File: src/rtl/alu_pkg.sv
// alu_pkg: shared constants for the sequential ALU.
//   - default operand width and MUL/DIV iteration count
//   - opcode encodings OP_ADD..OP_PASS
//   - flag bit positions inside the {Z,N,C,V} flag vector
//   - FSM state encoding (also visible on the debug state output)
package alu_pkg;

   localparam int ALU_WIDTH = 16;
   localparam int ALU_ITER  = 16;

   localparam logic [3:0] OP_ADD  = 4'd0;
   localparam logic [3:0] OP_SUB  = 4'd1;
   localparam logic [3:0] OP_AND  = 4'd2;
   localparam logic [3:0] OP_OR   = 4'd3;
   localparam logic [3:0] OP_XOR  = 4'd4;
   localparam logic [3:0] OP_NOT  = 4'd5;
   localparam logic [3:0] OP_SHL  = 4'd6;
   localparam logic [3:0] OP_SHR  = 4'd7;
   localparam logic [3:0] OP_MUL  = 4'd8;
   localparam logic [3:0] OP_DIVU = 4'd9;
   localparam logic [3:0] OP_PASS = 4'd10;

   localparam int FLG_Z = 3;
   localparam int FLG_N = 2;
   localparam int FLG_C = 1;
   localparam int FLG_V = 0;

   localparam logic [1:0] ST_IDLE = 2'd0;
   localparam logic [1:0] ST_EXEC = 2'd1;
   localparam logic [1:0] ST_ITER = 2'd2;
   localparam logic [1:0] ST_FIN  = 2'd3;

endpackage

File: src/rtl/alu_iter.sv
// alu_iter: iterative datapath shared by unsigned MUL and DIVU.
// A {hi,lo} shift register plus one add/subtract adder.
//   MUL  : hi = partial product, lo = multiplier; right shift-add per step.
//   DIVU : hi = partial remainder, lo = dividend/quotient; restoring
//          subtract with left shift per step.
// After WIDTH steps: MUL -> {hi,lo} = product, DIVU -> hi = remainder,
// lo = quotient.
// Ports:
//   clk, rst_n   clock, async active-low reset
//   i_init       load i_a into lo, i_b into the operand register, clear hi
//   i_step       perform one iteration
//   i_mode_div   1 = divide step, 0 = multiply step
//   i_a, i_b     multiplier/dividend, multiplicand/divisor
//   o_hi, o_lo   shift register halves
module alu_iter
   import alu_pkg::*;
#(
   parameter int WIDTH = ALU_WIDTH
) (
   input  logic             clk,
   input  logic             rst_n,
   input  logic             i_init,
   input  logic             i_step,
   input  logic             i_mode_div,
   input  logic [WIDTH-1:0] i_a,
   input  logic [WIDTH-1:0] i_b,
   output logic [WIDTH-1:0] o_hi,
   output logic [WIDTH-1:0] o_lo
);

   logic [WIDTH-1:0] r_hi;
   logic [WIDTH-1:0] r_lo;
   logic [WIDTH-1:0] r_b;

   logic [WIDTH:0]   w_a;
   logic [WIDTH:0]   w_bop;
   logic             w_cin;
   logic [WIDTH+1:0] w_sum;

   // Divide: a = {rem, next dividend bit}, computes a - b as a + ~b + 1;
   // the carry out (bit WIDTH+1) is set exactly when a >= b.
   // Multiply: a = {0, hi}, computes hi + multiplicand.
   always_comb begin
      w_a   = {1'b0, r_hi};
      w_bop = {1'b0, r_b};
      w_cin = 1'b0;
      if (i_mode_div) begin
         w_a   = {r_hi, r_lo[WIDTH-1]};
         w_bop = ~{1'b0, r_b};
         w_cin = 1'b1;
      end
      w_sum = {1'b0, w_a} + {1'b0, w_bop} + {{(WIDTH+1){1'b0}}, w_cin};
   end

   always_ff @(posedge clk or negedge rst_n) begin
      if (!rst_n) begin
         r_hi <= '0;
         r_lo <= '0;
         r_b  <= '0;
      end else if (i_init) begin
         r_hi <= '0;
         r_lo <= i_a;
         r_b  <= i_b;
      end else if (i_step) begin
         if (i_mode_div) begin
            if (w_sum[WIDTH+1]) begin
               r_hi <= w_sum[WIDTH-1:0];
               r_lo <= {r_lo[WIDTH-2:0], 1'b1};
            end else begin
               r_hi <= w_a[WIDTH-1:0];
               r_lo <= {r_lo[WIDTH-2:0], 1'b0};
            end
         end else begin
            if (r_lo[0]) begin
               r_hi <= w_sum[WIDTH:1];
               r_lo <= {w_sum[0], r_lo[WIDTH-1:1]};
            end else begin
               r_hi <= {1'b0, r_hi[WIDTH-1:1]};
               r_lo <= {r_hi[0], r_lo[WIDTH-1:1]};
            end
         end
      end
   end

   assign o_hi = r_hi;
   assign o_lo = r_lo;

endmodule

File: src/rtl/alu_seq.sv
// alu_seq: sequential 16-bit ALU fed by the Op1/Op2 registers.
// One operation per accepted start; single-cycle ops finish one edge after
// capture, MUL/DIVU iterate ITER steps and finish at the edge after that.
// Ports:
//   clk, rst_n            clock, async active-low reset
//   i_alu_start           request, sampled only in IDLE
//   i_alu_opcode          operation select, captured with start
//   i_alu_op1/op2         operands, captured with start
//   o_alu_result          result / MUL low half / quotient
//   o_alu_result_hi       MUL high half / remainder, 0 otherwise
//   o_alu_flags           {Z,N,C,V}
//   o_alu_busy            operation in progress
//   o_alu_done            one-cycle pulse, outputs valid
//   o_alu_div_err         divide by zero, valid with done
//   o_dbg_state           current FSM state
// Handshake: start is taken only when busy is low (including the done
// cycle); busy rises the cycle after acceptance and falls with done.
module alu_seq
   import alu_pkg::*;
#(
   parameter int WIDTH = ALU_WIDTH,
   parameter int ITER  = ALU_ITER
) (
   input  logic             clk,
   input  logic             rst_n,
   input  logic             i_alu_start,
   input  logic [3:0]       i_alu_opcode,
   input  logic [WIDTH-1:0] i_alu_op1,
   input  logic [WIDTH-1:0] i_alu_op2,
   output logic [WIDTH-1:0] o_alu_result,
   output logic [WIDTH-1:0] o_alu_result_hi,
   output logic [3:0]       o_alu_flags,
   output logic             o_alu_busy,
   output logic             o_alu_done,
   output logic             o_alu_div_err,
   output logic [1:0]       o_dbg_state
);

   localparam int CNT_W = $clog2(ITER + 1);
   localparam logic [CNT_W-1:0] CNT_LAST = CNT_W'(ITER - 1);

   logic [1:0]       r_state;
   logic [3:0]       r_opc;
   logic [WIDTH-1:0] r_op1;
   logic [WIDTH-1:0] r_op2;
   logic [CNT_W-1:0] r_cnt;
   logic [WIDTH-1:0] r_result;
   logic [WIDTH-1:0] r_result_hi;
   logic [3:0]       r_flags;
   logic             r_busy;
   logic             r_done;
   logic             r_div_err;

   logic [WIDTH:0]   w_add;
   logic [WIDTH:0]   w_sub;
   logic [WIDTH:0]   w_shl;
   logic [WIDTH:0]   w_shr;
   logic [WIDTH-1:0] w_res;
   logic             w_c;
   logic             w_v;
   logic             w_div0;
   logic             w_is_iter;
   logic             w_init;
   logic             w_step;
   logic             w_mode_div;
   logic [WIDTH-1:0] w_it_hi;
   logic [WIDTH-1:0] w_it_lo;

   // Shifts carry one extra bit so the last bit shifted out lands in it;
   // a shift by 0 leaves that bit 0.
   assign w_add = {1'b0, r_op1} + {1'b0, r_op2};
   assign w_sub = {1'b0, r_op1} - {1'b0, r_op2};
   assign w_shl = {1'b0, r_op1} << r_op2[3:0];
   assign w_shr = {r_op1, 1'b0} >> r_op2[3:0];

   always_comb begin
      w_res = '0;
      w_c   = 1'b0;
      w_v   = 1'b0;
      case (r_opc)
         OP_ADD: begin
            w_res = w_add[WIDTH-1:0];
            w_c   = w_add[WIDTH];
            w_v   = (r_op1[WIDTH-1] == r_op2[WIDTH-1]) &&
                    (w_add[WIDTH-1] != r_op1[WIDTH-1]);
         end
         OP_SUB: begin
            w_res = w_sub[WIDTH-1:0];
            w_c   = w_sub[WIDTH];  // borrow
            w_v   = (r_op1[WIDTH-1] != r_op2[WIDTH-1]) &&
                    (w_sub[WIDTH-1] != r_op1[WIDTH-1]);
         end
         OP_AND:  w_res = r_op1 & r_op2;
         OP_OR:   w_res = r_op1 | r_op2;
         OP_XOR:  w_res = r_op1 ^ r_op2;
         OP_NOT:  w_res = ~r_op1;
         OP_SHL: begin
            w_res = w_shl[WIDTH-1:0];
            w_c   = w_shl[WIDTH];
         end
         OP_SHR: begin
            w_res = w_shr[WIDTH:1];
            w_c   = w_shr[0];
         end
         OP_PASS: w_res = r_op2;
         default: w_res = '0;
      endcase
   end

   assign w_div0     = (r_opc == OP_DIVU) && (r_op2 == '0);
   assign w_is_iter  = (r_opc == OP_MUL) || ((r_opc == OP_DIVU) && !w_div0);
   assign w_mode_div = (r_opc == OP_DIVU);
   // The iterative datapath loads at capture, so EXEC already performs step 1.
   assign w_init     = (r_state == ST_IDLE) && i_alu_start;
   assign w_step     = ((r_state == ST_EXEC) && w_is_iter) || (r_state == ST_ITER);

   alu_iter #(.WIDTH(WIDTH)) u_iter (
      .clk        (clk),
      .rst_n      (rst_n),
      .i_init     (w_init),
      .i_step     (w_step),
      .i_mode_div (w_mode_div),
      .i_a        (i_alu_op1),
      .i_b        (i_alu_op2),
      .o_hi       (w_it_hi),
      .o_lo       (w_it_lo)
   );

   always_ff @(posedge clk or negedge rst_n) begin
      if (!rst_n) begin
         r_state     <= ST_IDLE;
         r_opc       <= '0;
         r_op1       <= '0;
         r_op2       <= '0;
         r_cnt       <= '0;
         r_result    <= '0;
         r_result_hi <= '0;
         r_flags     <= '0;
         r_busy      <= 1'b0;
         r_done      <= 1'b0;
         r_div_err   <= 1'b0;
      end else begin
         r_done <= 1'b0;
         case (r_state)
            ST_IDLE: begin
               if (i_alu_start) begin
                  r_opc   <= i_alu_opcode;
                  r_op1   <= i_alu_op1;
                  r_op2   <= i_alu_op2;
                  r_busy  <= 1'b1;
                  r_state <= ST_EXEC;
               end
            end
            ST_EXEC: begin
               if (w_is_iter) begin
                  r_cnt   <= CNT_W'(1);
                  r_state <= ST_ITER;
               end else begin
                  if (w_div0) begin
                     r_result    <= '1;
                     r_result_hi <= r_op1;
                     r_flags     <= 4'b0100;  // {Z,N,C,V}: N only
                     r_div_err   <= 1'b1;
                  end else begin
                     r_result    <= w_res;
                     r_result_hi <= '0;
                     r_flags     <= {(w_res == '0), w_res[WIDTH-1], w_c, w_v};
                     r_div_err   <= 1'b0;
                  end
                  r_done  <= 1'b1;
                  r_busy  <= 1'b0;
                  r_state <= ST_IDLE;
               end
            end
            ST_ITER: begin
               r_cnt <= r_cnt + CNT_W'(1);
               if (r_cnt == CNT_LAST) begin
                  r_state <= ST_FIN;
               end
            end
            default: begin  // ST_FIN
               r_result         <= w_it_lo;
               r_result_hi      <= w_it_hi;
               r_flags[FLG_Z]   <= (w_it_lo == '0);
               r_flags[FLG_N]   <= w_it_lo[WIDTH-1];
               r_flags[FLG_C]   <= !w_mode_div && (w_it_hi != '0);
               r_flags[FLG_V]   <= !w_mode_div && (w_it_hi != '0);
               r_div_err        <= 1'b0;
               r_cnt            <= '0;
               r_done           <= 1'b1;
               r_busy           <= 1'b0;
               r_state          <= ST_IDLE;
            end
         endcase
      end
   end

   assign o_alu_result    = r_result;
   assign o_alu_result_hi = r_result_hi;
   assign o_alu_flags     = r_flags;
   assign o_alu_busy      = r_busy;
   assign o_alu_done      = r_done;
   assign o_alu_div_err   = r_div_err;
   assign o_dbg_state     = r_state;

endmodule

File: config.mk
export PLATFORM = sky130hd
export DESIGN_NAME = alu_seq
export DESIGN_NICKNAME = d
export VERILOG_FILES = /design/src/rtl/alu_pkg.sv /design/src/rtl/alu_iter.sv /design/src/rtl/alu_seq.sv
export SDC_FILE = /design/constraint.sdc
export NUM_CORES = 1
export LEC_CHECK = 0
export CORE_UTILIZATION = 40
export CTS_BUF_LIST = sky130_fd_sc_hd__clkbuf_8
export DETAILED_ROUTE_END_ITERATION = 7
export HOLD_SLACK_MARGIN = 0.02
export SETUP_SLACK_MARGIN = 0.15
export SLEW_MARGIN = 0
export SYNTH_ARGS = -nofsm -noshare
export SYNTH_HDL_FRONTEND = slang
export SYNTH_SLANG_ARGS = --single-unit
File: constraint.sdc
create_clock -name clk -period 14.15 [get_ports clk]
set_input_delay 2.83 -clock clk [delete_from_list [all_inputs] [get_ports clk]]
set_output_delay 2.83 -clock clk [all_outputs]
set_load 0.02 [all_outputs]
## Word level (Yosys, flattened, before mapping)

Index checks and enable logic that the tools add are counted.
Widths: inputs -> output; s select.

- Register bits after elaboration: 130
- Output and inout bits: 41
- Logic and storage cells: 113
- Bits in latches: 0
- Memories: 0
- RAM bits: 0
- Bits in read-only memories: 0

- Bitwise gates (word level): 8
- Shift operators: 2
- $lt $le $gt $ge: 0
- Multiplexer cells: 39
- Add/sub/neg operators: 5
- Equal/unequal tests: 21
- Div/mod/pow operators: 0
- Reductions and logical operators: 24
- $mul: 0

Operators with widths:

| operator | count |
|---|---|
| $mux 16 | 13 |
| $pmux 16 s9 | 1 |
| $pmux 16 s2 | 2 |
| $logic_not 16->1 | 3 |
| $mux 17 | 2 |
| $add 17x17->18 | 1 |
| $add 18x1->18 | 1 |
| $add 16x16->17 | 1 |
| $not 16->17 | 1 |
| $shl 16x4->17 | 1 |
| $shr 17x4->17 | 1 |
| $sub 16x16->17 | 1 |
| $and 16x16->16 | 1 |
| $eq 4x3->1 const B | 4 |
| $not 16->16 | 1 |
| $or 16x16->16 | 1 |
| $reduce_bool 16->1 | 1 |
| $xor 16x16->16 | 1 |
| $pmux 5 s3 | 1 |
| $eq 4x4->1 const B | 3 |
| $eq 4x2->1 const B | 2 |
| $mux 4 | 2 |
| $pmux 4 s2 | 1 |
| $reduce_and 2->1 | 4 |
| other kinds (25) | 49 |

## Depth between registers and ports, before layout

Gate-level depths: netlist of the first run.

- Depth after elaboration: 9
- Gate-level depth with buffers: 20

## Modules after synthesis

From an unflattened synthesis of the first run, not the netlist that was laid out.

- Cell total of the unflattened synthesis: 1,371
- Area total of the unflattened synthesis: 11,514.8 um^2

By module, submodules not included:

| module | area an instance (um^2) | times used | seq. area each (um^2) | cells an instance |
|---|---|---|---|---|
| alu_seq | 7,724.9 | 1 | 2,026.9 | 973 |
| alu_iter | 3,789.9 | 1 | 1,201.2 | 398 |

## Least setup slack after synthesis of the first run

Ideal clock, no wire load.

- Path type: register to register
- Start: reg r_opc[1]
- End: reg u_iter.r_hi[1], in the netlist u_iter.o_hi[1]
- Arrival time: 4.432 ns
- Library setup time: 0.119 ns
- Data required time: 14.031 ns
- Stages on the path, launching flop included: 19
- Path slack: 9.599 ns
- Path through: dfrtp_1 > clkbuf_2 > nor4bb_1 > clkbuf_1 > clkbuf_1 > buf_1 > xnor2_1 > ha_1 > a21o_1 > or4_1 > a2111oi_0 > or3_1 > a21oi_1 > a211o_1 > buf_2 > buf_2 > o211ai_1 > o21ai_0 > o21a_1

- Longest elaborated chain between the ends: 8
- Elaborated cells between the ends (all ways): 19
- Classes of those cells: add/sub: 2; eq/ne: 2; mux: 8; reduce/logical: 7

Ends and longest elaborated chain:

| what | line | text |
|---|---|---|
| from (decl) | alu_seq.sv:43 | `logic [3:0] r_opc;` |
| from (signal assigned) | alu_seq.sv:147 | `r_opc <= i_alu_opcode;` |
| $eq 4x4->1 | alu_seq.sv:110, alu_seq.sv:111, alu_seq.sv:112 |  |
| $mux 17 / $logic_and 1x1->1 (equally long branches) | alu_iter.sv:47, alu_seq.sv:110 |  |
| $add 17x17->18 / $logic_not 1->1 (equally long branches) | alu_iter.sv:52, alu_seq.sv:111 |  |
| $add 18x1->18 / $logic_and 1x1->1 (equally long branches) | alu_iter.sv:52, alu_seq.sv:111 |  |
| $mux 16, or another cell as far along | alu_iter.sv:74 | `if (r_lo[0]) begin` |
| $mux 16 / $logic_and 1x1->1 (equally long branches) | alu_iter.sv:65, alu_seq.sv:115 |  |
| $mux 16 / $logic_or 1x1->1 (equally long branches) | alu_iter.sv:64, alu_seq.sv:115 |  |
| $mux 16 / $reduce_bool 2->1 (equally long branches) | n/a |  |
| to (signal assigned) | alu_iter.sv:67 | `r_hi <= w_sum[WIDTH-1:0];` |
| to (signal assigned) | alu_iter.sv:75 | `r_hi <= w_sum[WIDTH:1];` |
| to (signal assigned) | alu_iter.sv:78 | `r_hi <= {1'b0, r_hi[WIDTH-1:1]};` |
| to (decl) | alu_iter.sv:31 | `logic [WIDTH-1:0] r_hi;` |

Parallel ways exist; a longest one is shown, timed or not. The select of a mux whose other input is x is not followed.
A chain may end at the register's enable or synchronous reset.

## Worst setup path in the final report of the first run

- Start: reg r_op2[3]
- End: reg r_flags[3], in the netlist o_alu_flags[3]

- Longest elaborated chain between the ends: 7
- Elaborated cells between the ends (all ways): 19
- Classes of those cells: add/sub: 2; eq/ne: 1; shift: 2; mux: 4; bitwise: 3; reduce/logical: 7

Ends and longest elaborated chain:

| what | line | text |
|---|---|---|
| from (decl) | alu_seq.sv:45 | `logic [WIDTH-1:0] r_op2;` |
| from (signal assigned) | alu_seq.sv:149 | `r_op2 <= i_alu_op2;` |
| branches (longest 7 deep; another with $sub 16x16->17) | n/a |  |
| to (signal assigned) | alu_seq.sv:167 | `r_flags <= {(w_res == '0), w_res[WIDTH-1], w_c, w_v};` |
| to (signal, indexed assignment) | alu_seq.sv:184 | `r_flags[FLG_Z] <= (w_it_lo == '0);` |
| to (signal, indexed assignment) | alu_seq.sv:185 | `r_flags[FLG_N] <= w_it_lo[WIDTH-1];` |
| to (decl) | alu_seq.sv:49 | `logic [3:0] r_flags;` |

Several ways; the timed one is not identified. The select of a mux whose other input is x is not followed.

==> results of run 1 <==
[state kept, by name (all words and copies together) (netlist names)]
register	flops
o_alu_busy	1
o_alu_div_err	1
o_alu_done	1
o_alu_flags	4
o_alu_result	15
o_alu_result_hi	16
o_dbg_state	2
r_cnt	5
r_op1	16
r_op2	16
r_opc	4
u_iter.o_hi	16
u_iter.o_lo	16
[placed cells by master, fill, tap and decap left out, types with 18 or more instances in the layout]
master           synthesis  final
a21oi_1                 90     89
inv_1                   60     61
nand2_1                243    243
nor2_1                  93     93
clkdlybuf4s50_1          0     78
buf_4                    5     21
dfrtp_1                113    111
o22ai_1                 25     25
nor3_1                  28     28
ha_1                    70     70
nand3_1                 23     23
xnor2_1                 30     30
o21ai_0                120    120
clkbuf_8                 0     18
mux2i_1                 41     41
a211oi_1                23     23
a22oi_1                 23     23
[worst max path at each step]
stage,startpoint,depth (start not counted),end,slack [ps]
floorplan,r_opc[1],18,u_iter.o_hi[1],9600
global placement,r_opc[1],14,u_iter.o_hi[12],9040
detailed placement,r_opc[1],14,u_iter.o_hi[12],8940
CTS,r_opc[2],14,u_iter.o_hi[12],8950
global route,r_op2[3],12,o_alu_flags[3],8490
finish,r_op2[3],12,o_alu_flags[3],8880
[kinds of logic after synthesis]
group,count (synthesis)
xor+xnor,36
compound gates,445
simple gates,488
mux,68
fa+ha+maj,73
flops,113
buf+inv,178
[layer usage]
layer	vias up	GRT usage, %
li1	5125	-
met1	5382	42.2
met2	586	47.2
met3	113	5.44
met4	0	15.4
met5	-	0
[cell usage after synthesis, types with 23 or more instances]
cell type	number
a211oi_1	23
a21oi_1	90
a22oi_1	23
clkbuf_1	75
dfrtp_1	113
ha_1	70
inv_1	60
mux2i_1	41
nand2_1	243
nand3_1	23
nor2_1	93
nor3_1	28
o21ai_0	120
o22ai_1	25
xnor2_1	30
[stage by stage]
stage               setup WS (ps)  cells  util (%)  instance area (um^2)
global route                 8490   1750      46.3                 12200
global placement             9040   1720      44.7                 11800
floorplan                    9600   1401         -                 10900
detailed placement           8940   1720      44.7                 11800
finish                       8880   1750      46.3                 12200
CTS                          8950   1750      46.3                 12200
[layout make-up]
cell class,instances,area (um^2),area share [%]
clock buffers,18,248,2.03
clock inverters,12,168,1.37
inverters,63,236,1.94
multi-input cells,1110,7360,60.3
flip-flops and latches,113,2830,23.2
well taps,335,419,3.44
repair buffers,99,938,7.69
[worst max-delay path, cell delays in order, from the launching register on]
cell       delay [ps]
dfrtp_1           690
clkinv_1          680
ha_1              660
nor3_1             70
a2111oi_0         930
a22oi_1           300
a21boi_0          340
o21ai_0           210
a2111oi_0         560
nor3_1             90
a41oi_1           230
nor2_1             80
a221o_1           290
==> results.py, run 1 <==
metrics = {
    "yosys": {
        "synthMuxAreaShare_pct": 8.26,
        "yosysTopAreaCell": "dfrtp_1",
        "synth_xor_area_share_pct": 2.90,
        "synthFlopType": "dfrtp_1",
        "synth_area_um2": 10900,
        "ys_warn_count": 0,
        "postSynth.asyncResetShare_pct": 100,
        "synth_top_area_share_pct": 26.0,
        "avgSynthCellArea_um2": 7.76,
        "synth_top_family_by_area": "compound AO/OA/AOI/OAI gates",
        "synth_edf_count": 0,
        "syn-num-nets": 1513,
        "synth-adder-area-share_pct": 8.60,
        "yosysSeqAreaShare_pct": 26.0,
        "synth_seq_cells": 113,
        "syn_inst": 1401,
        "synth_compound_area_share_pct": 27.0,
        "synth_area_leaders": "dfrtp_1, nand2_1, ha_1, o21ai_0, a21oi_1",
        "ys_types": 86,
        "synth-simple-area-share_pct": 20.5,
    },
    "critical_path": {
        "end_kind": "flop",
        "crit_type": "flop to flop",
        "reg2reg_slack_ps": 8880,
        "crit_required_ps": 14490,
        "r2r-end": "o_alu_flags[3]",
        "r2r_cells": 12,
        "cp-start-kind": "flop",
        "cp.arrival_ps": 5610,
        "crit_fanout": 19,
        "r2r_start": "r_op2[3]",
    },
    "route": {
        "ant_nets": 0,
        "met1Wirelength_mm": 18.3,
        "dr_wl_met2_mm": 18.9,
        "totalWireLength_mm": 42.7,
        "dr.pass1.iters": 7,
        "via_count": 11206,
        "top_layer_used": "met4",
        "wl_met3_mm": 3.37,
        "routed_via_density": 6.40,
        "drtIter0Drc": 1411,
        "drc": 0,
        "wire_per_inst_um": 24.4,
    },
    "die": {
        "core_area_um2": 26400,
        "die_w_um": 167,
        "dieArea_um2": 27900,
        "die_y_um": 167,
        "rows": 59,
        "io_pins": 80,
        "start_util_pct": 41.3,
    },
    "global_routing": {
        "grt_usage_pct": 31.0,
        "grt_pass1_wl_mm": 66.0,
        "overflow": 0,
        "grt_max_degree": 89,
        "first_global_vias": 10767,
        "antenna_found_initial": 0,
    },
    "hold_path": {
        "hold_start": "o_alu_result_hi[8]",
        "hold_depth": 2,
        "worstHoldPathType": "flop to flop",
        "min_to": "o_alu_result_hi[8]",
    },
    "clock_tree": {
        "post_cts_buffers": 0,
        "postCtsResizedCells": 0,
        "cts.reportedPaths.clkPinSlew_ps": 80,
        "cts_hold_buf": 0,
        "root_buffer": "clkbuf_8",
        "cts_tree": "built",
        "clock_sinks": 113,
        "cts_max_path_buffers": 2,
        "clock_latency_ps": 470,
        "cts.htree.levels": 4,
        "cts_buffers": 17,
    },
    "placement": {
        "numPortBuffers": 79,
        "dp_hpwl_mm": 30.9,
        "place.gp.congestion": 1.03,
    },
    "outcome": {
        "status": "finished, final reports clean",
    },
    "timing": {
        "finalCriticalPeriod_ps": 5270,
        "clock_skew_ps": 19.4,
        "relSlewSlack_pct": 25.3,
        "hold_violations": 0,
        "timing.hold.ws_ps": 466,
        "slew_viol_final": 0,
        "worstMarginPinSlew_ps": 1120,
        "setup_viol": 0,
        "fmax_ghz": 0.190,
        "final.setup.tns_ps": 0,
        "finalCritPeriodShare_pct": 37.2,
        "rsz0062_at_grt": "false",
    },
    "final_layout": {
        "drive_above_1_share_pct": 6.71,
        "fill_cells": 2632,
        "nNetsFinal": 1516,
        "diodes": 0,
        "areaGrowthSynthToFinish_pct": 12.2,
    },
    "run": {
        "max-cap-violations": 0,
    },
}
Power of run 1 is left out: the tool's default activity adds up to more than one toggle a clock period on the data nets, which glitch-free logic cannot reach.
==> inputs of run 2 (changes only) <==
==> constraint.sdc (replaced) <==
create_clock -name clk -period 5.1 [get_ports clk]
set_input_delay 1.02 -clock clk [delete_from_list [all_inputs] [get_ports clk]]
set_output_delay 1.02 -clock clk [all_outputs]
set_load 0.02 [all_outputs]
==> results.py, run 2 (synthesis gave the netlist of run 1 again) <==
metrics = {
    "outcome": {
        "status": "finished, final reports clean",
    },
    "timing": {
        "finalCriticalPeriod_ps": 4560,
        "relSlewSlack_pct": 26.9,
        "clock_skew_ps": 14.6,
        "final.setup.tns_ps": 0,
        "worstMarginPinSlew_ps": 1100,
        "hold_violations": 0,
        "slew_viol_final": 0,
        "rsz0062_at_grt": "false",
        "setup_viol": 0,
        "finalCritPeriodShare_pct": 89.4,
        "fmax_ghz": 0.219,
    },
    "route": {
        "drc": 0,
        "routed_via_density": 6.38,
        "ant_nets": 0,
        "wire_per_inst_um": 24.7,
        "dr.pass1.iters": 5,
        "totalWireLength_mm": 44.0,
        "via_count": 11350,
        "drtIter0Drc": 1388,
    },
    "critical_path": {
        "worst-path-stages": 12,
        "end_kind": "flop",
        "path_delay_family": "compound AO/OA/AOI/OAI gates",
        "max_stage_delay_ps": 720,
        "crit_fanout": 12,
        "cp-start-kind": "flop",
        "path_buf_inv": 1,
        "cp.arrival_ps": 4950,
        "crit_required_ps": 5490,
        "r2r_cells": 12,
        "crit_chain": "inv_1 > ha_1 > a211oi_1 > o21bai_1 > o211ai_1 > o211ai_1 > a2111o_1 > or4_1 > or3_1 > or4_1 > nor4_2 > a221o_1",
        "crit_slowest_cell": "dfrtp_1",
        "setup.worst_path.start": "r_op1[2]",
        "crit_type": "flop to flop",
        "r2r_start": "r_op1[2]",
    },
    "global_routing": {
        "overflow": 0,
        "first_global_vias": 10731,
        "grt_max_degree": 88,
        "grt_pass1_wl_mm": 67.2,
        "antenna_found_initial": 0,
        "grt_usage_pct": 31.7,
    },
    "final_layout": {
        "nNetsFinal": 1542,
        "areaGrowthSynthToFinish_pct": 14.2,
        "layout_common_cells": "nand2_1, o21ai_0, dfrtp_1",
        "mostFrequentLayoutCell": "nand2_1",
        "drive_above_1_share_pct": 8.45,
    },
    "die": {
        "die_w_um": 167,
        "rows": 59,
        "io_pins": 80,
        "dieArea_um2": 27900,
        "core_area_um2": 26400,
        "start_util_pct": 41.3,
        "die_y_um": 167,
    },
    "clock_tree": {
        "cts_buffers": 17,
        "cts.reportedPaths.clkPinSlew_ps": 80,
        "clock_latency_ps": 460,
        "cts.htree.levels": 4,
        "root_buffer": "clkbuf_8",
        "clock_sinks": 113,
        "cts_tree": "built",
        "cts_max_path_buffers": 2,
    },
    "placement": {
        "numPortBuffers": 79,
        "place.gp.congestion": 1.00,
        "dp_hpwl_mm": 32.3,
    },
    "hold_path": {
        "hold_depth": 2,
        "worstHoldPathType": "flop to flop",
        "hold_start": "o_alu_result_hi[7]",
    },
    "run": {
        "max-cap-violations": 0,
    },
}
[run 2: cell count changes in the layout (fill, tap and decap cells not counted)]
cell        before  now
buf_4           21   44
clkbuf_8        18   17
diode_2          0    1
clkinv_2         4    3
a2111oi_0       13   12
buf_12           0    3
bufinv_16        4    3
inv_6            0    2
clkinvlp_4       2    4
a2111oi_1        0    1
inv_1           61   62
[run 2: cell type report]
type                       count  area [um^2]
inverter                      63          236
antenna                        1         2.50
clock buffer                  17          234
timing repair buffer         125         1170
fill                        2674        13900
multi-input combinational   1110         7360
tap                          335          419
clock inverter                15          169
sequential                   113         2830
[run 2: per-layer routing]
| layer | vias to the layer above | wire length [um] | track usage, % | part of all wire [%] |
|---|---|---|---|---|
| met5 | - | 0 | 0 | 0 |
| met3 | 120 | 3690 | 5.58 | 8.4 |
| li1 | 5181 | - | - | - |
| met1 | 5471 | 18800 | 43.6 | 43 |
| met2 | 578 | 19200 | 47.7 | 44 |
| met4 | 0 | 2260 | 16.3 | 5.1 |
[run 2: repair_timing]
item / in CTS / in global routing
hold buffers: 0 / 0
gates resized for setup: 0 / 1
hold endpoints to repair: 0 / 0
setup endpoints to repair: 0 / 2
buffers inserted: 0 / 0
[run 2: worst register-to-register path: cells and delay by family, from the launching register on]
family	cells	cell delay [ps]
DFF	1	720
buffers and inverters	1	170
adders and majority gates	1	450
AOI/OAI and AO/OA	6	1620
and+or+nand+nor	4	1530
[run 2: worst paths after layout]
kind,endpoint,slack [ps]
max in group asynchronous,o_alu_flags[0],3570
worst max register to register,o_alu_flags[3],540
min in group asynchronous,r_op2[2],640
worst max-delay path,o_alu_flags[3],540
worst min-delay path,o_alu_result_hi[7],470
worst min register to register,o_alu_result_hi[7],470
[run 2: per-stage QoR]
| step | setup WS [ps] | util, % | instances | instance area [um^2] | hold WS [ps] |
|---|---|---|---|---|---|
| 3_3_place_gp | 621 | 45.6 | 1746 | 12000 | 452 |
| 4_1_cts | 560 | 47.1 | 1778 | 12400 | 473 |
| 3_5_place_dp | 582 | 45.6 | 1746 | 12000 | 456 |
| 2_1_floorplan | 549 | - | 1401 | 10900 | 449 |
| 6_report | 543 | 47.1 | 1779 | 12400 | 467 |
| 5_1_grt | 199 | 47.1 | 1778 | 12400 | 507 |
Power of run 2 is left out for the same reason.
